[src/rtl/sqrd_issue_scheduler.sv]
// Frame scheduler for the sorted-QR decompose pipeline: round-robin issue into the free-running
// pipeline, latency-aligned {src,seq} tag tracking and a credit-guarded output tag FIFO.

module sqrd_issue_scheduler_chk #(
    parameter int AW    = 3,
    parameter int DEPTH = 8
) (
    input logic        clk,
    input logic        rst,
    input logic        wr_en,
    input logic        full,
    input logic [AW:0] count
);
    // Credits must make a write into a full tag FIFO impossible.
    a_no_overflow: assert property (@(posedge clk) disable iff (!rst) !(wr_en && full));
    a_count_range: assert property (@(posedge clk) disable iff (!rst) int'(count) <= DEPTH);
endmodule

module sqrd_issue_scheduler #(
    parameter int  NREQ       = 2,
    parameter int  LAT        = 24,
    parameter int  OBUF_DEPTH = 8,
    parameter int  SEQ_WL     = 4,
    localparam int SW         = $clog2(NREQ),
    localparam int AW         = $clog2(OBUF_DEPTH)
) (
    input  logic              clk,
    input  logic              rst,
    input  logic              enable,
    input  logic [NREQ-1:0]   req_valid,
    output logic [NREQ-1:0]   req_ready,
    output logic              issue,
    output logic [SW-1:0]     issue_sel,
    output logic              buf_wr_en,
    output logic [AW-1:0]     buf_wr_addr,
    output logic [AW-1:0]     buf_rd_addr,
    output logic              out_valid,
    input  logic              out_ready,
    output logic [SW-1:0]     out_src,
    output logic [SEQ_WL-1:0] out_seq,
    output logic              busy
);
    localparam int          AW1        = AW + 1;
    localparam logic [AW:0] FULL_COUNT = AW1'(OBUF_DEPTH);

    typedef enum logic [1:0] {
        ST_IDLE  = 2'd0,
        ST_RUN   = 2'd1,
        ST_DRAIN = 2'd2
    } state_t;

    state_t              state_r;
    state_t              state_s;
    logic                seq_clr_s;
    logic [SW-1:0]       rr_r;
    logic [SEQ_WL-1:0]   seq_r      [NREQ];
    logic [AW:0]         count_r;
    logic [AW:0]         wr_ptr_r;
    logic [AW:0]         rd_ptr_r;
    logic                pipe_v_r   [LAT];
    logic [SW-1:0]       pipe_src_r [LAT];
    logic [SEQ_WL-1:0]   pipe_seq_r [LAT];
    logic [SW-1:0]       fifo_src_r [OBUF_DEPTH];
    logic [SEQ_WL-1:0]   fifo_seq_r [OBUF_DEPTH];
    logic [SW-1:0]       grant_s;
    logic [SW-1:0]       cand_s;
    logic                issue_s;
    logic                pop_s;
    logic                wr_en_s;
    logic                full_s;

    // FSM state register.
    always_ff @(posedge clk or negedge rst) begin
        if (!rst) begin
            state_r <= ST_IDLE;
        end else begin
            state_r <= state_s;
        end
    end

    // FSM next state; sequence numbers restart whenever the scheduler falls back to idle.
    always_comb begin
        state_s   = state_r;
        seq_clr_s = 1'b0;
        case (state_r)
            ST_IDLE: begin
                if (enable) state_s = ST_RUN;
                else        state_s = ST_IDLE;
            end
            ST_RUN: begin
                if (!enable) state_s = ST_DRAIN;
                else         state_s = ST_RUN;
            end
            ST_DRAIN: begin
                if (enable) begin
                    state_s = ST_RUN;
                end else if (count_r == {AW1{1'b0}}) begin
                    state_s   = ST_IDLE;
                    seq_clr_s = 1'b1;
                end else begin
                    state_s = ST_DRAIN;
                end
            end
            default: state_s = ST_IDLE;
        endcase
    end

    // Round-robin pick; scanning from the far end lets the candidate nearest rr+1 win.
    always_comb begin
        grant_s = {SW{1'b0}};
        cand_s  = {SW{1'b0}};
        for (int k = NREQ; k >= 1; k--) begin
            cand_s  = SW'((int'(rr_r) + k) % NREQ);
            grant_s = req_valid[cand_s] ? cand_s : grant_s;
        end
        issue_s = (state_r == ST_RUN) && (|req_valid) && (count_r < FULL_COUNT);
    end

    assign wr_en_s = pipe_v_r[LAT-1];
    assign pop_s   = out_valid & out_ready;
    assign full_s  = (wr_ptr_r[AW] != rd_ptr_r[AW]) && (wr_ptr_r[AW-1:0] == rd_ptr_r[AW-1:0]);

    // Arbiter pointer and per-requester sequence counters.
    always_ff @(posedge clk or negedge rst) begin
        if (!rst) begin
            rr_r <= SW'(NREQ - 1);
            for (int i = 0; i < NREQ; i++) seq_r[i] <= {SEQ_WL{1'b0}};
        end else if (seq_clr_s) begin
            for (int i = 0; i < NREQ; i++) seq_r[i] <= {SEQ_WL{1'b0}};
        end else if (issue_s) begin
            rr_r           <= grant_s;
            seq_r[grant_s] <= seq_r[grant_s] + SEQ_WL'(1'b1);
        end else begin
            rr_r <= rr_r;
        end
    end

    // Credit counter: frames in flight plus frames waiting in the buffer.
    always_ff @(posedge clk or negedge rst) begin
        if (!rst) begin
            count_r <= {AW1{1'b0}};
        end else begin
            case ({issue_s, pop_s})
                2'b10:   count_r <= count_r + AW1'(1'b1);
                2'b01:   count_r <= count_r - AW1'(1'b1);
                default: count_r <= count_r;
            endcase
        end
    end

    // Tag shift register mirroring the pipeline latency.
    always_ff @(posedge clk or negedge rst) begin
        if (!rst) begin
            for (int i = 0; i < LAT; i++) begin
                pipe_v_r[i]   <= 1'b0;
                pipe_src_r[i] <= {SW{1'b0}};
                pipe_seq_r[i] <= {SEQ_WL{1'b0}};
            end
        end else begin
            pipe_v_r[0]   <= issue_s;
            pipe_src_r[0] <= grant_s;
            pipe_seq_r[0] <= seq_r[grant_s];
            for (int i = 1; i < LAT; i++) begin
                pipe_v_r[i]   <= pipe_v_r[i-1];
                pipe_src_r[i] <= pipe_src_r[i-1];
                pipe_seq_r[i] <= pipe_seq_r[i-1];
            end
        end
    end

    // Tag FIFO and its wrap-bit pointers; entries are cleared so outputs read 0 after reset.
    always_ff @(posedge clk or negedge rst) begin
        if (!rst) begin
            wr_ptr_r <= {AW1{1'b0}};
            rd_ptr_r <= {AW1{1'b0}};
            for (int i = 0; i < OBUF_DEPTH; i++) begin
                fifo_src_r[i] <= {SW{1'b0}};
                fifo_seq_r[i] <= {SEQ_WL{1'b0}};
            end
        end else begin
            if (wr_en_s) begin
                fifo_src_r[wr_ptr_r[AW-1:0]] <= pipe_src_r[LAT-1];
                fifo_seq_r[wr_ptr_r[AW-1:0]] <= pipe_seq_r[LAT-1];
                wr_ptr_r                     <= wr_ptr_r + AW1'(1'b1);
            end else begin
                wr_ptr_r <= wr_ptr_r;
            end
            if (pop_s) rd_ptr_r <= rd_ptr_r + AW1'(1'b1);
            else       rd_ptr_r <= rd_ptr_r;
        end
    end

    assign issue       = issue_s;
    assign issue_sel   = issue_s ? grant_s : {SW{1'b0}};
    assign req_ready   = issue_s ? ({{(NREQ-1){1'b0}}, 1'b1} << grant_s) : {NREQ{1'b0}};
    assign buf_wr_en   = wr_en_s;
    assign buf_wr_addr = wr_ptr_r[AW-1:0];
    assign buf_rd_addr = rd_ptr_r[AW-1:0];
    assign out_valid   = (wr_ptr_r != rd_ptr_r);
    assign out_src     = fifo_src_r[rd_ptr_r[AW-1:0]];
    assign out_seq     = fifo_seq_r[rd_ptr_r[AW-1:0]];
    assign busy        = (state_r != ST_IDLE);

    sqrd_issue_scheduler_chk #(
        .AW    (AW),
        .DEPTH (OBUF_DEPTH)
    ) u_chk (
        .clk   (clk),
        .rst   (rst),
        .wr_en (wr_en_s),
        .full  (full_s),
        .count (count_r)
    );
endmodule

[config.mk]
export PLATFORM = sky130hd
export DESIGN_NAME = sqrd_issue_scheduler
export DESIGN_NICKNAME = d
export VERILOG_FILES = /design/src/rtl/sqrd_issue_scheduler.sv
export SDC_FILE = /design/constraint.sdc
export NUM_CORES = 1
export LEC_CHECK = 0
export CORE_MARGIN = 2
export CORE_UTILIZATION = 50
export DETAILED_ROUTE_END_ITERATION = 6
export GPL_TIMING_DRIVEN = 0
export HOLD_SLACK_MARGIN = 0.12
export PLACE_DENSITY = 0.67
export SLEW_MARGIN = 40
export SYNTH_ARGS = -nofsm -noshare
export SYNTH_HDL_FRONTEND = slang
export SYNTH_HIERARCHICAL = 1
export SYNTH_SLANG_ARGS = --single-unit
[constraint.sdc]
create_clock -name clk -period 4.37 [get_ports clk]
set_input_delay 0.874 -clock clk [delete_from_list [all_inputs] [get_ports clk]]
set_output_delay 0.874 -clock clk [all_outputs]
set_load 0.005 [all_outputs]
==> flow_summary.ini <==
[layout]
nets = 434
syn_to_final_growth_pct = 17.9
antenna_cells = 0
layout.area.seq_um2 = 5180
final_util = 0.602
finalInstanceArea_um2 = 7970
multi_input_area_um2 = 1460
fill_cells = 983
layout-drive-gt1-share = 0.289
stdcell_count = 609

[detailed_routing]
post_drt_wl_per_cell_um = 16.2
antenna_left = 0
wirelength_um = 9890
vias_per_cell = 5.05
dr.pass1.iters = 4
drc = 0
drtIter0Drc = 167
num_vias = 3076

[power_and_ir_drop]
max-vdd-ir-drop_mv = 0.396
p_int_w = 0.00411
sw_frac_of_total = 0.251
p_switching_w = 0.00138
power_frac_comb = 0.181
powerDensity_nw_per_um2 = 689
p_clk_frac = 0.308
p_leak_nw = 3.81
p_seq_frac = 0.511

[logic_synthesis]
synth_seq_cells = 207
ys_warn_count = 6
yosysSeqAreaShare = 0.766
synth_edf_count = 0
synth_area_leaders = dfrtp_1, mux2_2, mux4_2
synth_cell_types = 42
ys.flop_type = dfrtp_1
async_reset_ff_frac = 1.00
syn_area_per_cell_um2 = 18.2
syn_nets = 385
synth_top_area_share = 0.762
netlist_area_um2 = 6770
post-synth-top-area-cell = dfrtp_1
ys_top_cells_by_count = dfrtp_1, mux2_2, mux4_2
netlist_instances = 372
yosysMostFrequentCell = dfrtp_1

[timing]
period_share = 0.830
finClkSkew_ns = 0.0116
rsz0062_at_grt = no
period_needed_ns = 3.63
fmax_mhz = 276
tightest_slew_ns = 0.832
slew_viol_final = 0
final-setup-viol-count = 0
slew-limit-headroom = 0.438
hold_viol = 0

[clock_tree]
cts_setup_buffers = 0
cts_hold_buf = 0
cts_tree = built
insertion_delay_ns = 0.48
htreeDepth = 1
clock-root-buffer = clkbuf_16
cts.sinks = 207
cts_inserted_buffers = 21
cts.repair.resized = 0
cts_buffer_depth = 3
clkTransAtPathRegs_ns = 0.06

[global_routing]
overflow = 0
antenna_found_initial = 0
grt_pass1_vias = 3373
grt_pass1_wl_um = 17100
grt_use_total = 0.149
grt_max_degree = 60

[critical_path]
crit_fanout = 8
r2r_start = rd_ptr_r[2]$_DFFE_PN0P_
cp.required_ns = 3.50
worstSetupStartpointType = input pin
setup.worst_path.end_class = output pin
critPathMaxStageDelay_ns = 0.49
path_buf_inv = 4
crit_family = buffers and inverters
critPathLaunch = req_valid[1]
critical_path_class = in2out
cpMostUsedCell = clkdlybuf4s50_1
slowest_stage = clkdlybuf4s50_1
crit_chain = clkdlybuf4s50_1 > a21boi_2 > and2_1 > buf_2 > buf_4 > clkdlybuf4s50_1
cp_data_arrival_time_ns = 2.75

[floorplanning]
start_util = 0.511
dieArea_um2 = 14500
core-area_um2 = 13200
rows = 42
fp.dieH_um = 120
die_x_um = 120
num_io_pins = 24

[run_status]
status = completed

[run]
maxCapViolCount = 0

[place]
port_buffers = 23
place_area_um2 = 7310
gp_congestion = 0.737
dpl.hpwl_um = 5850
dp_cells = 574

[hold_path]
holdCritPathClass = in2async
==> metrics by stage <==
step                setup TNS [ns]  hold WS [ns]  setup WS [ns]  total power [W]
finish                           0         0.275          0.742          0.00549
detailed placement               0         0.335          0.728          0.00384
global route                     0         0.295          0.593          0.00581
floorplan                        0         0.331           1.84          0.00343
CTS                              0         0.283          0.703          0.00557
global placement          -1119.99         0.333          -5.43          0.00377
==> worst reg2reg max path: stages (launching register included) <==
cell	delay (ns)
dfrtp_1	0.39
buf_2	0.21
xnor2_1	0.17
a41oi_1	0.70
ha_1	0.44
ha_1	0.29
a21oi_1	0.22
o21ai_0	0.14
o311ai_0	0.31
==> worst paths after layout <==
kind / to / depth (start not counted) / slack [ns]
worst max-delay path: req_ready[1] / 6 / 0.74
worst min register to register: pipe_seq_r[90]$_DFF_PN0_ / 0 / 0.34
min in group clk: pipe_seq_r[90]$_DFF_PN0_ / 0 / 0.34
worst min-delay path: buf_wr_en$_DFF_PN0_ / 1 / 0.28
worst max register to register: count_r[3]$_DFFE_PN0P_ / 8 / 1.40
max in group asynchronous: pipe_v_r[20]$_DFF_PN0_ / 3 / 3.20
==> state kept, by name, summed over array words and instances (netlist names) <==
name / flops
pipe_seq_r: 96
fifo_seq_r: 32
pipe_src_r: 24
pipe_v_r: 23
fifo_src_r: 8
seq_r: 8
count_r: 4
rd_ptr_r: 4
wr_ptr_r: 4
state_r: 2
buf_wr_en: 1
rr_r: 1
==> cell usage in the layout, fill, tap and decap left out, types with 2 or more instances in the layout <==
| cell | n |
|---|---|
| dfrtp_1 | 206 |
| nor2_1 | 3 |
| mux2_2 | 53 |
| ha_1 | 6 |
| clkinv_2 | 2 |
| a22o_2 | 2 |
| buf_4 | 9 |
| clkbuf_1 | 6 |
| a21oi_1 | 2 |
| nand2_1 | 5 |
| a22o_1 | 4 |
| nand4_1 | 3 |
| a21o_1 | 2 |
| nor3_2 | 2 |
| buf_16 | 3 |
| xor2_1 | 4 |
| xnor2_1 | 9 |
| clkbuf_8 | 5 |
| mux2i_1 | 2 |
| nor3b_1 | 2 |
| and3_1 | 2 |
| clkdlybuf4s50_1 | 22 |
| inv_1 | 7 |
| o21ai_0 | 4 |
| nand4b_1 | 4 |
| clkbuf_16 | 21 |
| mux4_2 | 10 |
| nor3b_2 | 2 |
| nand2b_1 | 4 |
| buf_2 | 6 |
==> power by group through the flow <==
stage / sequential [W] / combinational (W) / clock [W]
final: 0.00280 / 0.000996 / 0.00169
after global routing: 0.00288 / 0.00110 / 0.00183
after CTS: 0.00282 / 0.00101 / 0.00174
after detailed placement: 0.00283 / 0.00101 / 0
after global placement: 0.00282 / 0.000955 / 0
after floorplan: 0.00273 / 0.000694 / 0
==> kinds of logic after synthesis <==
kind of cell               Yosys count  synth area share
AOI/OAI and AO/OA                   19            0.0231
buffers and inverters               24            0.0194
adders and majority gates            7            0.0141
xor gates and xnor gates            13            0.0168
and+or+nand+nor                     37            0.0363
muxes                               65             0.124
DFF                                207             0.766
==> layer usage <==
| layer | routed length (um) | global-route usage |
|---|---|---|
| met1 | 4520 | 0.211 |
| met2 | 4670 | 0.230 |
| met3 | 424 | 0.0321 |
| met4 | 272 | 0.0531 |
| met5 | 0 | 0 |
==> final cells by class <==
type | count | share of cell area
clock inverter | 5 | 0.00706
inverter | 7 | 0.00330
sequential | 207 | 0.650
timing repair buffer | 26 | 0.0399
tap | 176 | 0.0276
multi-input combinational | 141 | 0.183
buffer | 17 | 0.0132
clock buffer | 30 | 0.0764
No activity file was read; power rests on OpenSTA's default activity.
